## config.mk

```make
export PLATFORM = sky130hd
export DESIGN_NAME = ps2_key_decoder
export DESIGN_NICKNAME = d
export VERILOG_FILES = /design/src/rtl/ps2_key_decoder.sv
export SDC_FILE = /design/constraint.sdc
export NUM_CORES = 1
export LEC_CHECK = 0
export BUFFER_PORTS_ARGS = -buffer_cell sky130_fd_sc_hd__buf_2
export CORE_ASPECT_RATIO = 0.6
export CORE_MARGIN = 2
export CORE_UTILIZATION = 60
export DETAILED_ROUTE_END_ITERATION = 7
export PLACE_DENSITY = 0.79
export SYNTH_ARGS = -nofsm -noshare
export SYNTH_HDL_FRONTEND = slang
export SYNTH_SLANG_ARGS = --single-unit
```

## constraint.sdc

```tcl
create_clock -name clk_sys -period 2.5 [get_ports clk_sys]
set_input_delay 0.25 -clock clk_sys [delete_from_list [all_inputs] [get_ports clk_sys]]
set_output_delay 0.25 -clock clk_sys [all_outputs]
set_load 0.05 [all_outputs]
```

## src/rtl/ps2_key_decoder.sv

```systemverilog
// PS/2 keyboard receiver (scan-code set 2) producing the 11-bit toggle-strobed key-event word.
// Chain: pin sync -> clock glitch filter -> bit frame FSM -> prefix/byte decoder.
module ps2_key_decoder #(
    parameter int unsigned CLK_HZ     = 12000000,
    parameter int unsigned TIMEOUT_US = 200,
    parameter int unsigned FILTER_LEN = 8
) (
    input  logic        clk_sys,
    input  logic        Reset_n,
    input  logic        ps2_clk_i,
    input  logic        ps2_data_i,
    output logic [10:0] ps2_key_o,
    output logic        frame_err_o
);

    localparam int unsigned TO_CYC   = (CLK_HZ / 1000000) * TIMEOUT_US;
    localparam int unsigned TO_W     = $clog2(TO_CYC + 1);
    localparam int unsigned FLT_W    = $clog2(FILTER_LEN + 1);
    localparam int unsigned SKIP_LEN = 7;
    localparam int unsigned SKIP_W   = 3;

    typedef enum logic [1:0] {
        S_IDLE   = 2'd0,
        S_DATA   = 2'd1,
        S_PARITY = 2'd2,
        S_STOP   = 2'd3
    } bit_state_t;

    logic             clk_s1, clk_s2, data_s1, data_s2;
    logic             clk_flt, clk_flt_prev;
    logic [FLT_W-1:0] flt_cnt;
    logic             flt_fall;

    bit_state_t       state_q, state_d;
    logic [2:0]       bit_cnt_q, bit_cnt_d;
    logic [7:0]       shreg_q, shreg_d;
    logic             par_q, par_d;
    logic [TO_W-1:0]  to_cnt_q, to_cnt_d;
    logic             byte_vld_q, byte_vld_d;
    logic             flag_clr_q, flag_clr_d;
    logic             err_d;

    logic              ext_q, ext_d, rel_q, rel_d;
    logic [SKIP_W-1:0] skip_q, skip_d;
    logic [10:0]       key_d;

    // Two-flop synchronizers; idle-high presets so reset release sees no edge.
    always_ff @(posedge clk_sys or negedge Reset_n) begin
        if (!Reset_n) begin
            clk_s1  <= 1'b1;
            clk_s2  <= 1'b1;
            data_s1 <= 1'b1;
            data_s2 <= 1'b1;
        end else begin
            clk_s1  <= ps2_clk_i;
            clk_s2  <= clk_s1;
            data_s1 <= ps2_data_i;
            data_s2 <= data_s1;
        end
    end

    // Filtered clock flips on the FILTER_LEN-th consecutive differing sample.
    always_ff @(posedge clk_sys or negedge Reset_n) begin
        if (!Reset_n) begin
            clk_flt      <= 1'b1;
            clk_flt_prev <= 1'b1;
            flt_cnt      <= '0;
        end else begin
            clk_flt_prev <= clk_flt;
            if (clk_s2 != clk_flt) begin
                if (flt_cnt == FLT_W'(FILTER_LEN - 1)) begin
                    clk_flt <= clk_s2;
                    flt_cnt <= '0;
                end else begin
                    flt_cnt <= flt_cnt + FLT_W'(1);
                end
            end else begin
                flt_cnt <= '0;
            end
        end
    end

    assign flt_fall = clk_flt_prev & ~clk_flt;

    always_ff @(posedge clk_sys or negedge Reset_n) begin
        if (!Reset_n) begin
            state_q     <= S_IDLE;
            bit_cnt_q   <= '0;
            shreg_q     <= '0;
            par_q       <= 1'b0;
            to_cnt_q    <= '0;
            byte_vld_q  <= 1'b0;
            flag_clr_q  <= 1'b0;
            frame_err_o <= 1'b0;
        end else begin
            state_q     <= state_d;
            bit_cnt_q   <= bit_cnt_d;
            shreg_q     <= shreg_d;
            par_q       <= par_d;
            to_cnt_q    <= to_cnt_d;
            byte_vld_q  <= byte_vld_d;
            flag_clr_q  <= flag_clr_d;
            frame_err_o <= err_d;
        end
    end

    // Bit-level frame FSM; a falling edge takes priority over a coincident timeout.
    always_comb begin
        state_d    = state_q;
        bit_cnt_d  = bit_cnt_q;
        shreg_d    = shreg_q;
        par_d      = par_q;
        to_cnt_d   = to_cnt_q;
        byte_vld_d = 1'b0;
        flag_clr_d = 1'b0;
        err_d      = 1'b0;

        if (state_q == S_IDLE || flt_fall) begin
            to_cnt_d = '0;
        end else if (to_cnt_q != TO_W'(TO_CYC)) begin
            to_cnt_d = to_cnt_q + TO_W'(1);
        end

        if (flt_fall) begin
            case (state_q)
                S_IDLE: begin
                    if (!data_s2) begin
                        state_d   = S_DATA;
                        bit_cnt_d = '0;
                    end else begin
                        err_d = 1'b1;
                    end
                end
                S_DATA: begin
                    shreg_d   = {data_s2, shreg_q[7:1]};
                    bit_cnt_d = bit_cnt_q + 3'd1;
                    if (bit_cnt_q == 3'd7) begin
                        state_d = S_PARITY;
                    end
                end
                S_PARITY: begin
                    par_d   = data_s2;
                    state_d = S_STOP;
                end
                S_STOP: begin
                    state_d = S_IDLE;
                    if (data_s2 && (^{shreg_q, par_q})) begin
                        byte_vld_d = 1'b1;
                    end else begin
                        err_d      = 1'b1;
                        flag_clr_d = 1'b1;
                    end
                end
                default: state_d = S_IDLE;
            endcase
        end else if (state_q != S_IDLE && to_cnt_q == TO_W'(TO_CYC)) begin
            state_d    = S_IDLE;
            err_d      = 1'b1;
            flag_clr_d = 1'b1;
        end
    end

    always_ff @(posedge clk_sys or negedge Reset_n) begin
        if (!Reset_n) begin
            ext_q     <= 1'b0;
            rel_q     <= 1'b0;
            skip_q    <= '0;
            ps2_key_o <= '0;
        end else begin
            ext_q     <= ext_d;
            rel_q     <= rel_d;
            skip_q    <= skip_d;
            ps2_key_o <= key_d;
        end
    end

    // Byte-level prefix decoder: E0/F0 flags, E1 Pause skip, ACK/status bytes ignored.
    always_comb begin
        ext_d  = ext_q;
        rel_d  = rel_q;
        skip_d = skip_q;
        key_d  = ps2_key_o;

        if (flag_clr_q) begin
            ext_d  = 1'b0;
            rel_d  = 1'b0;
            skip_d = '0;
        end else if (byte_vld_q) begin
            if (skip_q != '0) begin
                skip_d = skip_q - SKIP_W'(1);
            end else begin
                case (shreg_q)
                    8'hE0: ext_d  = 1'b1;
                    8'hF0: rel_d  = 1'b1;
                    8'hE1: skip_d = SKIP_W'(SKIP_LEN);
                    8'hAA, 8'hFA, 8'hFE, 8'hEE, 8'h00, 8'hFF: begin
                        key_d = ps2_key_o;
                    end
                    default: begin
                        key_d = {~ps2_key_o[10], ~rel_q, ext_q, shreg_q};
                        ext_d = 1'b0;
                        rel_d = 1'b0;
                    end
                endcase
            end
        end
    end

endmodule

```

==> flow_summary.yaml, run 1 <==
placement:
  io_buffers: 15
  dp.cells: 301
  dp_hpwl_mm: 3.28
  place.gp.congestion: 0.772
  preCtsSetupSlack_ps: 496
sta:
  clock_skew_ps: 9.16
  finalMaxSlewViolations: 0
  max_slew.worst_pin.slew_ps: 371
  maxClockFrequency_mhz: 495
  fin_crit_sh_pct: 80.8
  finalSetupTns_ps: 0
  slew_headroom_pct: 74.6
  period_needed_ps: 2020
  rsz0062_at_grt: "false"
  setup_viol: 0
  hold_violations: 0
  worst_slack_ps: 481
synth:
  synthCells: 230
  syn_nets: 246
  yosysTopAreaCell: "dfrtp_1"
  synth-edff-count: 0
  synth_warnings: 0
  synth.distinct_cells: 47
  ys_seq_area_share_pct: 51.8
  async_flop_share_pct: 100
  synth_area_leaders: "dfrtp_1 46%, dfstp_2 5.9%, ha_1 5.6%"
  ys.flop_type: "dfrtp_1"
  ys_seq_elements: 55
  avgSynthCellArea_um2: 11.6
  synth_top_area_share_pct: 45.9
  syn_area_mm2: 0.00267
cells_and_area:
  most-common-layout-cells: "49 x dfrtp_1, 18 x nor2_1, 15 x nand2_1, 15 x buf_2"
  register_area_mm2: 0.00138
  fin_cells: 310
  final_common_cell: "dfrtp_1"
  nFillCells: 320
  n_antenna_cell: 0
  areaGrowthSynthToFinish_pct: 9.32
  drive_gt1_share_pct: 20.8
  multi_input_area_mm2: 0.00119
  nets: 265
clocking:
  clockBufferDepth: 2
  htreeDepth: 2
  root_buffer: "clkbuf_8"
  insertion_delay_ps: 310
  clkSlewWorstSetupHoldPaths_ps: 100
  numCtsBuffers: 5
  cts_tree: "built"
  cts_resized: 0
  clkSinkCount: 55
setup_path:
  path_buf_inv: 0
  slowest_stage: "or4_1"
  reg2reg_from: "shreg_q[1]"
  critPathLaunch: "shreg_q[1]"
  critPathCaptureType: "register"
  critPathMaxFanout: 11
  critPathTopFamily: "simple AND/OR/NAND/NOR gates"
  regToRegSetupSlack_ps: 480
  worstPathArrival_ps: 2210
  path_class: "reg -> reg"
  required_ps: 2690
  slowest_delay_ps: 570
  crit_chain: "or4_1 > o21ai_2 > a31oi_4 > nand3b_4 > mux2_1"
  cp-start-kind: "register"
min_path:
  hold_path.class: "in -> reg"
  min_from: "ps2_data_i"
pwr:
  clkPwrFrac_pct: 32.7
  pwr-share-comb_pct: 13.7
  seqPwrFrac_pct: 53.6
  peakVddDrop_uv: 549
  p_leak_nw: 1.38
  swShare_pct: 26.3
  power_switching_uw: 492
  p_per_area_mw_per_mm2: 641
  totalPowerFinal_mw: 1.87
  power.internal_mw: 1.38
route:
  antenna_left: 0
  drc_errors: 0
  drtIter0Drc: 83
  avgRoutedWirePerCell_um: 14.2
  vias: 1674
  routed_wirelength_mm: 4.39
  first_pass_iters: 4
  vias_per_cell: 5.40
grt:
  grt_pass1_vias: 1494
  grt_max_degree: 27
  grt-ovfl-total: 0
  grt_use_total_pct: 18.6
  antenna_found_initial: 0
  grt_pass1_wl_mm: 7.37
die:
  start_util_pct: 63.8
  fp-row-count: 18
  die_w_um: 90.2
  coreArea_mm2: 0.00419
  fp.dieArea_mm2: 0.00502
  io_pins: 16
  die_h_um: 55.7
job:
  maxCapViolCount: 0
status:
  status: "complete, no violations"
per-layer routing:
metal	GRT usage (%)	share of wire, %	vias up
li1	-	-	838
met1	30.4	56	801
met2	24.2	39	28
met3	4.07	3.3	7
met4	5.93	1.2	0
met5	0	0	-
per-stage QoR:
step / util (%) / hold slack, ps / instance area, um^2
finish: 69.7 / 23.4 / 2920
global route: 69.7 / 5.68 / 2920
CTS: 69.7 / 17.2 / 2920
detailed placement: 66.7 / 158 / 2790
global placement: 66.7 / 157 / 2790
floorplan: - / -45.6 / 2670
synthesized netlist by cell type, types with 2 or more instances:
master / instances
nand3_1: 7
inv_1: 11
mux2i_1: 3
a211oi_1: 2
a21oi_1: 9
xnor2_1: 12
dfstp_2: 6
clkbuf_1: 2
a32o_1: 2
dfrtp_1: 49
nor4b_1: 2
nand2_1: 15
or3_1: 2
a31oi_1: 2
ha_1: 12
nor2b_1: 3
nor2_1: 18
nor3_1: 3
o21ai_0: 6
nand4_1: 4
mux2_1: 5
and3_1: 6
buf_2: 4
nand2b_1: 2
o21ai_1: 4
and2_1: 2
mux2_2: 6
mux2_4: 8
xor2_1: 5
power groups by stage:
stage / Combinational, mW / Sequential [mW] / Clock [mW]
after global routing: 0.294 / 1.01 / 0.654
after CTS: 0.262 / 1.00 / 0.620
after floorplan: 0.176 / 1.02 / 0
after global placement: 0.253 / 1.02 / 0
after detailed placement: 0.259 / 1.02 / 0
final: 0.257 / 1.00 / 0.612
state kept, by name (all words and copies together), names as in the netlist, 2 cells and up:
signal	cells
skip_q	3
bit_cnt_q	3
state_q	2
to_cnt_q	12
ps2_key_o	11
flt_cnt	4
shreg_q	8
cells by family after synthesis:
group,Yosys count,synth area share (%)
AND/OR/NAND/NOR,71,14.0
flip-flops,55,51.8
AO/OA/AOI/OAI,33,8.24
multiplexers,22,10.3
buffers and inverters,19,3.75
XOR/XNOR,18,6.41
adder cells (fa/ha/maj),12,5.62
path summary, 6_finish.rpt:
check | to | cells past startpoint
setup / recovery | ps2_key_o[6] | 5
hold / removal | data_s1 | 1
hold reg to reg | clk_s2 | 0
min in group asynchronous | ps2_key_o[2] | 2
setup reg to reg | ps2_key_o[6] | 5
max in group asynchronous | to_cnt_q[0] | 3
what timing repair did:
action,4_1_cts,5_1_grt
hold buffers,1,0
buffers inserted,0,0
hold endpoints to repair,12,0
area by class of cell:
| class | count | share of cell area [%] |
|---|---|---|
| flip-flops and latches | 55 | 47.4 |
| multi-input cells | 156 | 40.7 |
| repair buffers | 20 | 3.94 |
| clock buffers | 6 | 2.83 |
| well taps | 60 | 2.57 |
| inverters | 11 | 1.41 |
| clock inverters | 2 | 1.20 |
(Power assumes the default switching activity.)
==> inputs of run 2 (changes only) <==
CORE_UTILIZATION = 54   (was 60)
PLACE_DENSITY = 0.75   (was 0.79)
clock period = 1.7 ns   (was 2.5 ns; I/O delays follow)
==> flow_summary.yaml, run 2 (synthesized netlist as in run 1, its figures left out) <==
grt:
  grt_max_degree: 35
  grt_pass1_wl_mm: 8.41
  grt-ovfl-total: 0
  grt_pass1_vias: 1721
  grt_use_total_pct: 20.3
  antenna_found_initial: 0
sta:
  fin_crit_sh_pct: 105
  rsz0062_at_grt: "true"
  setup_viol: 14
  max_slew.worst_pin.slew_ps: 496
  finalMaxSlewViolations: 0
  clock_skew_ps: 9.86
  worst_slack_ps: -77.1
  period_needed_ps: 1780
  hold_violations: 0
  fin_hold_ws_ps: 359
  maxClockFrequency_mhz: 563
  slew_headroom_pct: 66.9
cells_and_area:
  post-route-util_pct: 71.3
  top_register: "to_cnt_q"
  n_antenna_cell: 0
  final_common_cell: "dfrtp_1"
  multi_input_area_mm2: 0.00135
  most-common-layout-cells: "47 x dfrtp_1, 28 x buf_4, 18 x nor2_1"
  register_area_mm2: 0.00139
  largest_register_ffs: 12
  drive_gt1_share_pct: 37.9
  top_regs: "to_cnt_q x12, ps2_key_o x11, shreg_q x8"
  nets: 295
  fin_cells: 343
  areaGrowthSynthToFinish_pct: 24.4
  nFillCells: 342
placement:
  preCtsSetupSlack_ps: -166
  io_buffers: 15
  dp.cells: 326
  dp_hpwl_mm: 3.46
  place.gp.congestion: 0.796
setup_path:
  cp-start-kind: "register"
  critPathMaxFanout: 6
  required_ps: 1910
  path_class: "reg -> reg"
  critPathCaptureType: "register"
  worstPathArrival_ps: 1980
  regToRegSetupSlack_ps: -80
route:
  dr_wl_met2_mm: 2.22
  vias_per_cell: 5.34
  vias: 1833
  drc_errors: 0
  drtIter0Drc: 131
  wl_met1_mm: 2.74
  routed.top_layer: "met4"
  met3_length_um: 171
  first_pass_iters: 4
  routed_wirelength_mm: 5.20
  antenna_left: 0
  avgRoutedWirePerCell_um: 15.2
clocking:
  clockBufferDepth: 2
  root_buffer: "clkbuf_8"
  htreeDepth: 2
  cts_tree: "built"
  numCtsBuffers: 5
  clkSlewWorstSetupHoldPaths_ps: 100
  insertion_delay_ps: 310
  clkSinkCount: 55
die:
  coreArea_mm2: 0.00466
  fp.dieArea_mm2: 0.00555
  start_util_pct: 57.4
  die_h_um: 58.5
  die_w_um: 94.8
  fp-row-count: 19
  io_pins: 16
status:
  status: "finished with violations"
  violations: "setup timing"
pwr:
  totalPowerFinal_mw: 2.81
  peakVddDrop_uv: 719
  p_leak_nw: 1.59
  p_per_area_mw_per_mm2: 846
job:
  maxCapViolCount: 0
min_path:
  hold_path.class: "reg -> reg"
[run 2: worst paths after layout]
kind / startpoint / endpoint / cells past startpoint
min: data_s1 / data_s2 / 0
min in group asynchronous: Reset_n / ps2_key_o[5] / 2
max in group asynchronous: Reset_n / shreg_q[4] / 3
max reg2reg: shreg_q[2] / ps2_key_o[7] / 5
min reg2reg: data_s1 / data_s2 / 0
max: shreg_q[2] / ps2_key_o[7] / 5
[run 2: what timing repair did]
item	4_1_cts	5_1_grt
resized for setup	15	22
setup endpoints to repair	18	20
setup buffers	3	2
hold buffers	3	0
endpoints found under the hold margin	17	0
pin swaps	3	14
cloned	1	0
[run 2: layer usage]
layer	vias to the layer above	global-route usage (%)
met4	0	6.00
li1	899	-
met5	-	0
met2	30	28.0
met1	897	32.1
met3	7	4.61
[run 2: worst max-delay path, stage by stage (launching register included)]
cell and delay, ps:
dfrtp_2 480, o21bai_1 200, a21oi_1 130, o21ai_2 330, nand3b_4 200, mux2_4 330
[run 2: final cells by class]
class	instances	area share, %
Tap cell	63	2.37
Sequential cell	55	41.7
Inverter	11	1.24
Clock inverter	1	0.903
Timing Repair Buffer	49	10.8
Multi-Input combinational cell	157	40.7
Clock buffer	7	2.30
[run 2: power by group]
group	leakage, nW	switching (mW)	internal (mW)	total, mW
clock	0.0524	0.409	0.441	0.850
combinational	0.792	0.283	0.217	0.500
sequential	0.741	0.0592	1.40	1.46
[run 2: per-stage QoR]
stage / area [um^2] / TNS (ps)
4_1_cts: 3210 / -565
2_1_floorplan: 2680 / -1440
5_1_grt: 3320 / -2080
3_5_place_dp: 2980 / -1520
3_3_place_gp: 2980 / -1130
6_report: 3320 / -697
==> inputs of run 3 (changes only) <==
--- a/config.mk
+++ b/config.mk
@@ -10,5 +10,5 @@
 export CORE_MARGIN = 2
-export CORE_UTILIZATION = 54
+export CORE_UTILIZATION = 60
 export DETAILED_ROUTE_END_ITERATION = 7
-export PLACE_DENSITY = 0.75
+export PLACE_DENSITY = 0.79
 export SYNTH_ARGS = -nofsm -noshare
==> constraint.sdc (replaced) <==
create_clock -name clk_sys -period 2 [get_ports clk_sys]
set_input_delay 0.2 -clock clk_sys [delete_from_list [all_inputs] [get_ports clk_sys]]
set_output_delay 0.2 -clock clk_sys [all_outputs]
set_load 0.005 [all_outputs]
==> flow_summary.yaml, run 3 (synthesized netlist as in run 1, its figures left out) <==
route:
  vias_per_cell: 5.39
  antenna_left: 0
  first_pass_iters: 4
  drc_errors: 0
  routed_wirelength_mm: 4.80
  vias: 1741
  avgRoutedWirePerCell_um: 14.9
  drtIter0Drc: 132
clocking:
  insertion_delay_ps: 310
  root_buffer: "clkbuf_8"
  numCtsBuffers: 5
  cts_tree: "built"
  clkSlewWorstSetupHoldPaths_ps: 100
  htreeDepth: 2
  clockBufferDepth: 2
  clkSinkCount: 55
cells_and_area:
  top_register: "to_cnt_q"
  multi_input_area_mm2: 0.00120
  most-common-layout-cells: "49 x dfrtp_1, 18 x nor2_1, 15 x nand2_1, 15 x buf_2, 15 x buf_4"
  areaGrowthSynthToFinish_pct: 13.1
  drive_gt1_share_pct: 24.3
  register_area_mm2: 0.00138
  final_cell_area_mm2: 0.00302
  fin_cells: 323
  final_common_cell: "dfrtp_1"
  largest_register_ffs: 12
  nets: 278
  top_regs: "to_cnt_q x12, ps2_key_o x11, shreg_q x8"
  nFillCells: 313
  n_antenna_cell: 0
sta:
  fin_crit_sh_pct: 96.6
  finalSetupTns_ps: 0
  finalMaxSlewViolations: 0
  clock_skew_ps: 7.98
  worst_slack_ps: 68.8
  slew_headroom_pct: 55.2
  rsz0062_at_grt: "true"
  fin_hold_ws_ps: -6.46
  setup_viol: 0
  maxClockFrequency_mhz: 518
  period_needed_ps: 1930
  hold_violations: 4
  max_slew.worst_pin.slew_ps: 671
setup_path:
  reg2reg_from: "shreg_q[4]"
  critPathMaxFanout: 5
  worstPathArrival_ps: 2130
  reg2reg_to: "ps2_key_o[4]"
  critPathCaptureType: "register"
  regToRegSetupSlack_ps: 70
  critPathLaunch: "shreg_q[4]"
  path_class: "reg -> reg"
  required_ps: 2200
  reg2reg_depth: 6
  cp-start-kind: "register"
  cp-endpoint: "ps2_key_o[4]"
placement:
  preCtsSetupSlack_ps: 69.4
  dp_hpwl_mm: 3.26
  placed_area_mm2: 0.00285
  io_buffers: 15
  dp.cells: 308
  place.gp.congestion: 0.821
min_path:
  hold_path.class: "in -> async"
job:
  maxCapViolCount: 0
grt:
  grt_max_degree: 56
  grt-ovfl-total: 0
  grt_use_total_pct: 20.3
  grt_pass1_vias: 1643
  grt_pass1_wl_mm: 8.04
  antenna_found_initial: 0
die:
  io_pins: 16
  fp-row-count: 18
  coreArea_mm2: 0.00419
  start_util_pct: 63.8
  die_w_um: 90.2
  fp.dieArea_mm2: 0.00502
  die_h_um: 55.7
status:
  status: "finished with violations"
  violations: "hold timing"
pwr:
  peakVddDrop_uv: 596
  p_leak_nw: 1.44
  p_per_area_mw_per_mm2: 766
[run 3: changes by cell type in the layout (fill, tap and decap cells not counted), sizes merged]
cell,change
buf,-16
clkinvlp,+1
dlygate4sd3,-1
clkbuf,-1
[run 3: critical path: stages, from the launching register on]
cell and delay, ps:
dfrtp_1 460, buf_4 180, nand2_1 60, a21oi_1 70, o21ai_1 410, nand3b_2 290
mux2_4 360
[run 3: through the flow]
| step | util [%] | power [mW] |
|---|---|---|
| 2_1_floorplan | - | 1.48 |
| 3_3_place_gp | 68.0 | 1.59 |
| 3_5_place_dp | 68.0 | 1.60 |
| 4_1_cts | 71.1 | 2.33 |
| 5_1_grt | 72.1 | 2.44 |
| 6_report | 72.1 | 2.32 |
[run 3: how the worst min path moves through the flow]
stage                     slack [ps]            to  cells after the start
final                             -6  ps2_key_o[7]                      2
after global routing              70  ps2_key_o[1]                      2
after CTS                         30  ps2_key_o[7]                      2
after detailed placement         310       data_s1                      1
after global placement           310        clk_s1                      1
after floorplan                 -100  bit_cnt_q[0]                      0
[run 3: timing repair]
item                                    4_1_cts  5_1_grt
buffers inserted                              0        4
endpoints found under the setup margin        0        9
hold endpoints to repair                      2        0
hold buffers                                  2        0
gates resized for setup                       0        2
[run 3: area by class of cell]
type | count | area share, %
clock buffer | 6 | 2.40
clock inverter | 2 | 1.24
inverter | 11 | 1.37
multi-input combinational | 157 | 39.8
sequential | 55 | 45.8
tap | 60 | 2.48
timing repair buffer | 32 | 6.87
[run 3: power by group]
group          internal [mW]  switching (mW)  total, mW
registers               1.19          0.0570       1.25
logic                  0.140           0.197      0.337
clock network          0.374           0.353      0.727
[run 3: per-layer routing]
| metal | global-route usage, % | vias to the layer above | share of wire (%) |
|---|---|---|---|
| met5 | 0 | - | 0 |
| met4 | 4.84 | 0 | 0.63 |
| met3 | 4.20 | 5 | 3.8 |
| met2 | 28.7 | 29 | 42 |
| met1 | 32.2 | 849 | 53 |
| li1 | - | 858 | - |
